### config.mk
export PLATFORM = sky130hd
export DESIGN_NAME = hog_frame_ctrl
export DESIGN_NICKNAME = d
export VERILOG_FILES = /design/src/rtl/hog_ctrl_pkg.sv /design/src/rtl/hog_ctrl_wdog.sv /design/src/rtl/hog_frame_ctrl.sv
export SDC_FILE = /design/constraint.sdc
export NUM_CORES = 2
export LEC_CHECK = 0
export ABC_AREA = 1
export CAP_MARGIN = 20
export CORE_AREA = 2 2 611 613
export CTS_CLUSTER_DIAMETER = 150
export CTS_CLUSTER_SIZE = 20
export DETAILED_ROUTE_END_ITERATION = 10
export DIE_AREA = 0 0 613 615
export GPL_TIMING_DRIVEN = 0
export SYNTH_ARGS = -nofsm -noshare
export SYNTH_HDL_FRONTEND = slang
export SYNTH_SLANG_ARGS = --single-unit
### constraint.sdc
create_clock -name clk -period 4.15 [get_ports clk]
set_clock_uncertainty 0.2 [all_clocks]
set_input_delay 0.83 -clock clk [delete_from_list [all_inputs] [get_ports clk]]
set_output_delay 0.83 -clock clk [all_outputs]
set_load 0.01 [all_outputs]
### src/rtl/hog_ctrl_pkg.sv
`default_nettype none
// ============================================================================
// hog_ctrl_pkg : state encoding and error-bit indices for hog_frame_ctrl
// Rev 1.0
// ============================================================================
package hog_ctrl_pkg;

    typedef enum logic [2:0] {
        ST_IDLE     = 3'd0,
        ST_WAIT_REQ = 3'd1,
        ST_READ     = 3'd2,
        ST_PRESENT  = 3'd3,
        ST_DRAIN    = 3'd4,
        ST_DONE     = 3'd5
    } state_t;

    localparam int ERR_BID  = 0;
    localparam int ERR_WDOG = 1;

endpackage
`default_nettype wire

### src/rtl/hog_ctrl_wdog.sv
`default_nettype none
// ============================================================================
// hog_ctrl_wdog : saturating inactivity counter, expires at all-ones
// Rev 1.0
// ============================================================================
module hog_ctrl_wdog #(
    parameter int WDOG_W = 16
) (
    input  logic clk,
    input  logic rst,
    input  logic clr,
    input  logic en,
    output logic expired
);

    logic [WDOG_W-1:0] r_cnt;

    // Leaving the watched states also restarts the count.
    always_ff @(posedge clk) begin
        if (!rst) begin
            r_cnt <= '0;
        end else if (clr || !en) begin
            r_cnt <= '0;
        end else if (!expired) begin
            r_cnt <= r_cnt + WDOG_W'(1);
        end
    end

    assign expired = &r_cnt;

endmodule
`default_nettype wire

### src/rtl/hog_frame_ctrl.sv
`default_nettype none
// ============================================================================
// hog_frame_ctrl : frame sequencer feeding pixel words to the HOG engine and
//                  tracking emitted feature blocks. Optional watchdog: HOG_CTRL_WDOG_EN
// Rev 1.0
// ============================================================================
module hog_frame_ctrl
    import hog_ctrl_pkg::*;
#(
    parameter int PIX_W       = 8,
    parameter int PIX_N       = 96,
    parameter int MEM_AW      = 12,
    parameter int FRAME_WORDS = 160,
    parameter int BID_W       = 13,
    parameter int NUM_BLK     = 209,
    parameter int WDOG_W      = 16
) (
    input  logic                     clk,
    input  logic                     rst,
    input  logic                     start,
    input  logic                     abort,
    input  logic [MEM_AW-1:0]        base_addr,
    output logic                     busy,
    output logic                     done,
    output logic [1:0]               err,
    output logic                     mem_rd_en,
    output logic [MEM_AW-1:0]        mem_addr,
    input  logic [PIX_W*PIX_N-1:0]   mem_rd_data,
    input  logic                     mem_rd_valid,
    input  logic                     hog_request,
    output logic                     hog_ready,
    output logic [PIX_W*PIX_N-1:0]   hog_data,
    input  logic                     hog_o_valid,
    input  logic [BID_W-1:0]         hog_bid
);

    localparam int WCNT_W = $clog2(FRAME_WORDS + 1);

    state_t              r_state;
    logic [WCNT_W-1:0]   r_word_cnt;
    logic [BID_W-1:0]    r_blk_cnt;
    logic [MEM_AW-1:0]   r_base;
    logic                w_wdog_exp;

`ifdef HOG_CTRL_WDOG_EN
    logic w_wdog_en;
    logic w_wdog_clr;

    assign w_wdog_en  = (r_state == ST_READ) || (r_state == ST_DRAIN);
    assign w_wdog_clr = mem_rd_valid || hog_o_valid;

    hog_ctrl_wdog #(
        .WDOG_W (WDOG_W)
    ) u_wdog (
        .clk     (clk),
        .rst     (rst),
        .clr     (w_wdog_clr),
        .en      (w_wdog_en),
        .expired (w_wdog_exp)
    );
`else
    // An all-zero vector of the watchdog width reduces to a constant 0.
    localparam logic [WDOG_W-1:0] WDOG_NONE = '0;
    assign w_wdog_exp = &WDOG_NONE;
`endif

    always_ff @(posedge clk) begin
        if (!rst) begin
            r_state    <= ST_IDLE;
            r_word_cnt <= '0;
            r_blk_cnt  <= '0;
            r_base     <= '0;
            busy       <= 1'b0;
            done       <= 1'b0;
            err        <= '0;
            mem_rd_en  <= 1'b0;
            mem_addr   <= '0;
            hog_ready  <= 1'b0;
            hog_data   <= '0;
        end else begin
            mem_rd_en <= 1'b0;
            hog_ready <= 1'b0;
            done      <= 1'b0;

            // Block ids are checked against the running count in every active state.
            if (r_state != ST_IDLE && hog_o_valid) begin
                if (hog_bid != r_blk_cnt) begin
                    err[ERR_BID] <= 1'b1;
                end
                if (r_blk_cnt != BID_W'(NUM_BLK)) begin
                    r_blk_cnt <= r_blk_cnt + BID_W'(1);
                end
            end

            if (r_state != ST_IDLE && abort) begin
                r_state    <= ST_IDLE;
                busy       <= 1'b0;
                r_word_cnt <= '0;
                r_blk_cnt  <= '0;
            end else begin
                case (r_state)
                    ST_IDLE: begin
                        if (start && !abort) begin
                            r_state    <= ST_WAIT_REQ;
                            busy       <= 1'b1;
                            err        <= '0;
                            r_word_cnt <= '0;
                            r_blk_cnt  <= '0;
                            r_base     <= base_addr;
                        end
                    end
                    ST_WAIT_REQ: begin
                        if (r_word_cnt == WCNT_W'(FRAME_WORDS)) begin
                            r_state <= ST_DRAIN;
                        end else if (hog_request) begin
                            mem_rd_en <= 1'b1;
                            mem_addr  <= r_base + MEM_AW'(r_word_cnt);
                            r_state   <= ST_READ;
                        end
                    end
                    ST_READ: begin
                        if (mem_rd_valid) begin
                            hog_data  <= mem_rd_data;
                            hog_ready <= 1'b1;
                            r_state   <= ST_PRESENT;
                        end else if (w_wdog_exp) begin
                            err[ERR_WDOG] <= 1'b1;
                            done          <= 1'b1;
                            r_state       <= ST_DONE;
                        end
                    end
                    ST_PRESENT: begin
                        r_word_cnt <= r_word_cnt + WCNT_W'(1);
                        r_state    <= ST_WAIT_REQ;
                    end
                    ST_DRAIN: begin
                        if (r_blk_cnt == BID_W'(NUM_BLK)) begin
                            done    <= 1'b1;
                            r_state <= ST_DONE;
                        end else if (w_wdog_exp) begin
                            err[ERR_WDOG] <= 1'b1;
                            done          <= 1'b1;
                            r_state       <= ST_DONE;
                        end
                    end
                    ST_DONE: begin
                        r_state <= ST_IDLE;
                        busy    <= 1'b0;
                    end
                    default: begin
                        r_state <= ST_IDLE;
                        busy    <= 1'b0;
                    end
                endcase
            end
        end
    end

endmodule
`default_nettype wire

## Word-level counts from Yosys, hierarchy flattened

Cells that the tools add are included.

| operators by class | value |
|---|---|
| bitwise logic cells | 7 |
| reductions and logical operators | 18 |
| add/subtract/negate cells | 3 |
| eq/ne operators | 12 |
| mux-type cells | 22 |

Operators with widths:

| operator | count |
|---|---|
| 2-to-1 mux 13 bit | 4 |
| one-hot mux 8 bit (2 select lines) | 1 |
| 2-to-1 mux 3 bit | 5 |
| one-hot mux 3 bit (5 select lines) | 1 |
| adder 13 x 1 -> 13 bit, second input constant | 1 |
| equality test 13 x 8 -> 1 bit, second input constant | 1 |
| != test 13 bit | 1 |
| != test 13 x 8 -> 1 bit, second input constant | 1 |
| adder 12 x 8 -> 12 bit | 1 |
| 2-to-1 mux 1 bit | 9 |
| adder 8 x 1 -> 8 bit, second input constant | 1 |
| equality test 8 bit, second input constant | 1 |
| 2-to-1 mux 8 bit | 1 |
| AND reduction 4 bit | 2 |
| OR reduction 4 bit | 2 |
| inverter 1 bit | 7 |
| equality test 3 x 2 -> 1 bit, second input constant | 2 |
| != test 2 bit, second input constant | 3 |
| AND reduction 3 bit | 2 |
| OR reduction 3 bit | 2 |
| AND reduction 2 bit | 2 |
| equality test 3 x 1 -> 1 bit, second input constant | 1 |
| equality test 3 bit, second input constant | 1 |
| logical AND 1 bit | 3 |
| other kinds (7) | 7 |

| storage, ports and cells | value |
|---|---|
| output and inout port bits | 786 |
| bits in registers | 821 |
| input bits | 800 |

## Longest topological paths before layout

| logic depth | value |
|---|---|
| word-level depth | 6 |
| gate-level depth with buffers | 12 |
| mapped depth without buffers | 12 |

## Worst setup path before layout

Ideal clock, no wire load.

| path | value |
|---|---|
| path kind | input port to flip-flop |
| start point | input port abort |
| end point | register hog_data[450] |
| path buffers | 3 |
| arrival | 1.654 ns |
| stages on the path | 7 |
| slack | 2.180 ns |
| path through | nand2_2 -> nand3_2 -> buf_4 -> buf_2 -> buf_2 -> o21ai_0 -> nor2_1 |

| on the way | value |
|---|---|
| word-level cells in the longest chain between the ends | 3 |

RTL lines:

| element | line | RTL |
|---|---|---|
| start, declared | hog_frame_ctrl.sv:21 | `input logic abort,` |
| logical AND 1 bit | hog_frame_ctrl.sv:95 | `if (r_state != ST_IDLE && abort) begin` |
| inverter 1 bit (no line) | -- |  |
| AND reduction 3 bit (no line) | -- |  |
| end signal, assigned | hog_frame_ctrl.sv:123 | `hog_data <= mem_rd_data;` |
| end, declared | hog_frame_ctrl.sv:32 | `output logic [PIX_W*PIX_N-1:0] hog_data,` |

No other way between the ends.
A chain may end at the register's enable or synchronous reset.

==> run_results.csv <==
group,metric,value,unit
outcome,status,"finished clean",
flow_run,cap_violations,0,
clock_network,clockBufferDepth,3,
clock_network,post-cts-setup-buffers,0,
placed_design,placed_cell_area,0.0518,mm^2
logic_synthesis,synth_nets,4633,
logic_synthesis,synthMuxAreaShare,0,%
placed_design,io_buffers,1584,
cells_and_area,final_area,0.0536,mm^2
cells_and_area,instances_no_fill,10500,
sta,finalHoldViolCount,0,
logic_synthesis,synth_top_cell_area_share,55.5,%
worst_setup_path,crit_chain,"clkdlybuf4s50_1, buf_2, buf_12, clkbuf_1, buf_8, clkbuf_1, o21ai_0, nor2_1",
clock_network,clkTransAtPathRegs,0.09,ns
cells_and_area,multi_input_area,0.0113,mm^2
logic_synthesis,yosysSeqAreaShare,55.5,%
logic_synthesis,synth_most_common_cell,"nor2_1",
sta,fin_crit,3.44,ns
min_path,hp-class,"reg2reg",
worst_setup_path,required,4.62,ns
logic_synthesis,synth_xor_area_share,0.355,%
placed_design,place_inst,10400,
pwr,p_leak,17.9,nW
worst_setup_path,crit_path_end_kind,"flip-flop",
clock_network,cts_tree,"done",
sta,tightestPinTransition,1.07,ns
floorplanning,start_util,7.99,%
logic_synthesis,syn_inst,3820,
routing,ant_nets,0,
sta,slew_headroom,27.9,%
floorplanning,core,0.371,mm^2
clock_network,numClockSinks,821,
clock_network,clock_latency,0.74,ns
placed_design,gp_congestion,0.963,
clock_network,clockRootBuffer,"clkbuf_16",
floorplanning,design.die.area,0.377,mm^2
sta,period_share,82.9,%
placed_design,dp_hpwl,276000,um
logic_synthesis,synth_area_leaders,"dfxtp_1 (55%), nor2_1 (20%), o21ai_0 (11%)",
sta,finalSetupViolations,0,
cells_and_area,seq_area,0.0164,mm^2
logic_synthesis,async_reset_ff_share,0,%
cells_and_area,nets,6278,
clock_network,cts-hold-fix-buffers,0,
cells_and_area,area_growth,81.0,%
global_routing,grt_pass1_vias,31000,
logic_synthesis,ys.flop_type,"dfxtp_1",
worst_setup_path,slowest_delay,0.54,ns
routing,drc_errors,0,
cells_and_area,drive_above_1_share,4.56,%
cells_and_area,nFillCells,42400,
worst_setup_path,cpMaxStageDelayCell,"clkdlybuf4s50_1",
pwr,power.density,496,mW/mm^2
logic_synthesis,avgSynthCellArea,7.76,um^2
logic_synthesis,yosys.area_share.simple,23.1,%
sta,report.final.slew_viol_count,0,
clock_network,cts_buffers,53,
logic_synthesis,yosys_warnings,0,
clock_network,ctsResizeCount,0,
global_routing,grt_overflow,0,
routing,vias_per_cell,3.18,
routing,wl_per_cell,29.4,um
sta,max_freq,0.291,GHz
floorplanning,fp.dieH,615,um
logic_synthesis,synth_cell_type_count,33,
routing,wirelength,310000,um
floorplanning,die_w,613,um
floorplanning,num_rows,224,
worst_setup_path,critPathLaunchType,"primary input",
floorplanning,ios,1586,
logic_synthesis,synth-compound-area-share,14.2,%
routing,first_iter_violations,2433,
sta,rsz0062_at_grt,"no",
global_routing,antenna_found_initial,231,
logic_synthesis,synthAdderAreaFrac,0.574,%
pwr,vdd_drop_max,0.387,mV
routing,dr.pass1.iters,8,
worst_setup_path,worst_ep_arrival_time,3.91,ns
worst_setup_path,crit_fanout,10,
worst_setup_path,crit_type,"in2reg",
global_routing,grt_max_degree,21,
logic_synthesis,ys_ff_latch,821,
logic_synthesis,synth-edff-count,0,
logic_synthesis,synth_top_family_by_area,"simple AND/OR/NAND/NOR gates",
logic_synthesis,syn_area,0.0296,mm^2
routing,via_count,33500,
logic_synthesis,synthTopCellsByCount,"nor2_1 (1590), dfxtp_1 (821), o21ai_0 (631)",
global_routing,grt_pass1_wl,375000,um
logic_synthesis,synth_top_area_cell,"dfxtp_1",
global_routing,grt.total_usage,15.8,%
clock_network,ctsHtreeMaxLevel,2,
worst_setup_path,cpMostUsedCell,"clkbuf_1",
## layout make-up
class	instances	share of cell area (%)
Antenna cell	93	0.434
Buffer	263	2.94
Clock buffer	56	2.51
Clock inverter	15	0.411
Inverter	78	0.546
Multi-Input combinational cell	2658	21.1
Sequential cell	821	30.7
Tap cell	4972	11.6
Timing Repair Buffer	1590	29.8
## critical path: cells and delay by family
kind / cells / cell delay (ns)
compound gates: 1 / 0.49
simple gates: 1 / 0.17
buf+inv: 6 / 2.35
## path summary, 6_finish.rpt
path | startpoint | endpoint | slack, ns | cells past startpoint
setup reg to reg | r_state[1] | hog_data[235] | 0.94 | 9
hold / removal | mem_addr[2] | mem_addr[2] | 0.27 | 2
setup / recovery | rst | hog_data[38] | 0.71 | 8
hold reg to reg | mem_addr[2] | mem_addr[2] | 0.27 | 2
## cells in the final DEF, fill, tap and decap left out, types with 12 or more instances in the layout
master and n:
a21oi_1 36, buf_2 87, buf_4 12, buf_6 59
clkbuf_1 103, clkbuf_16 53, clkdlybuf4s50_1 1584, dfxtp_1 821
diode_2 93, ha_1 12, inv_1 71, nand2_1 150
nand3_1 26, nor2_1 1590, o21ai_0 629, o21ai_1 172
## per-layer routing
metal	global-route usage, %	vias to the layer above	share of wire, %
li1	-	15600	-
met1	14.6	15600	32
met2	27.7	1613	49
met3	7.03	608	10
met4	10.9	114	8.1
met5	0	-	0.24
## stage by stage
stage                     utilization (%)  hold WS (ns)  TNS, ns  worst slack (ns)  total power [W]
after floorplan                         -         0.245        0              2.18           0.0139
after global placement               13.9         0.249  -189.09            -0.959           0.0211
after detailed placement             14.0         0.256    -2.35            -0.171           0.0212
after CTS                            14.4         0.270        0             0.594           0.0272
after global routing                 14.4         0.286        0             0.548           0.0279
final                                14.5         0.269        0             0.711           0.0266
## where the power goes
group / leakage [nW] / internal, W / total (W) / switching [W]
Sequential: 6.67 / 0.00943 / 0.0104 / 0.000958
Combinational: 10.4 / 0.00444 / 0.0104 / 0.00593
Clock: 0.771 / 0.00246 / 0.00585 / 0.00339
Total: 17.9 / 0.0163 / 0.0266 / 0.0103
## flip-flops by register name, summed over array words and instances (netlist names), 3 cells and up
signal / cells
hog_data: 768
r_blk_cnt: 13
mem_addr: 12
r_base: 12
r_word_cnt: 8
r_state: 3
## cells by family after synthesis
family,after synthesis
fa+ha+maj,13
buf+inv,341
compound gates,839
simple gates,1793
flops,821
xor+xnor,12
other cells,1
No activity file was read; power rests on OpenSTA's default activity.
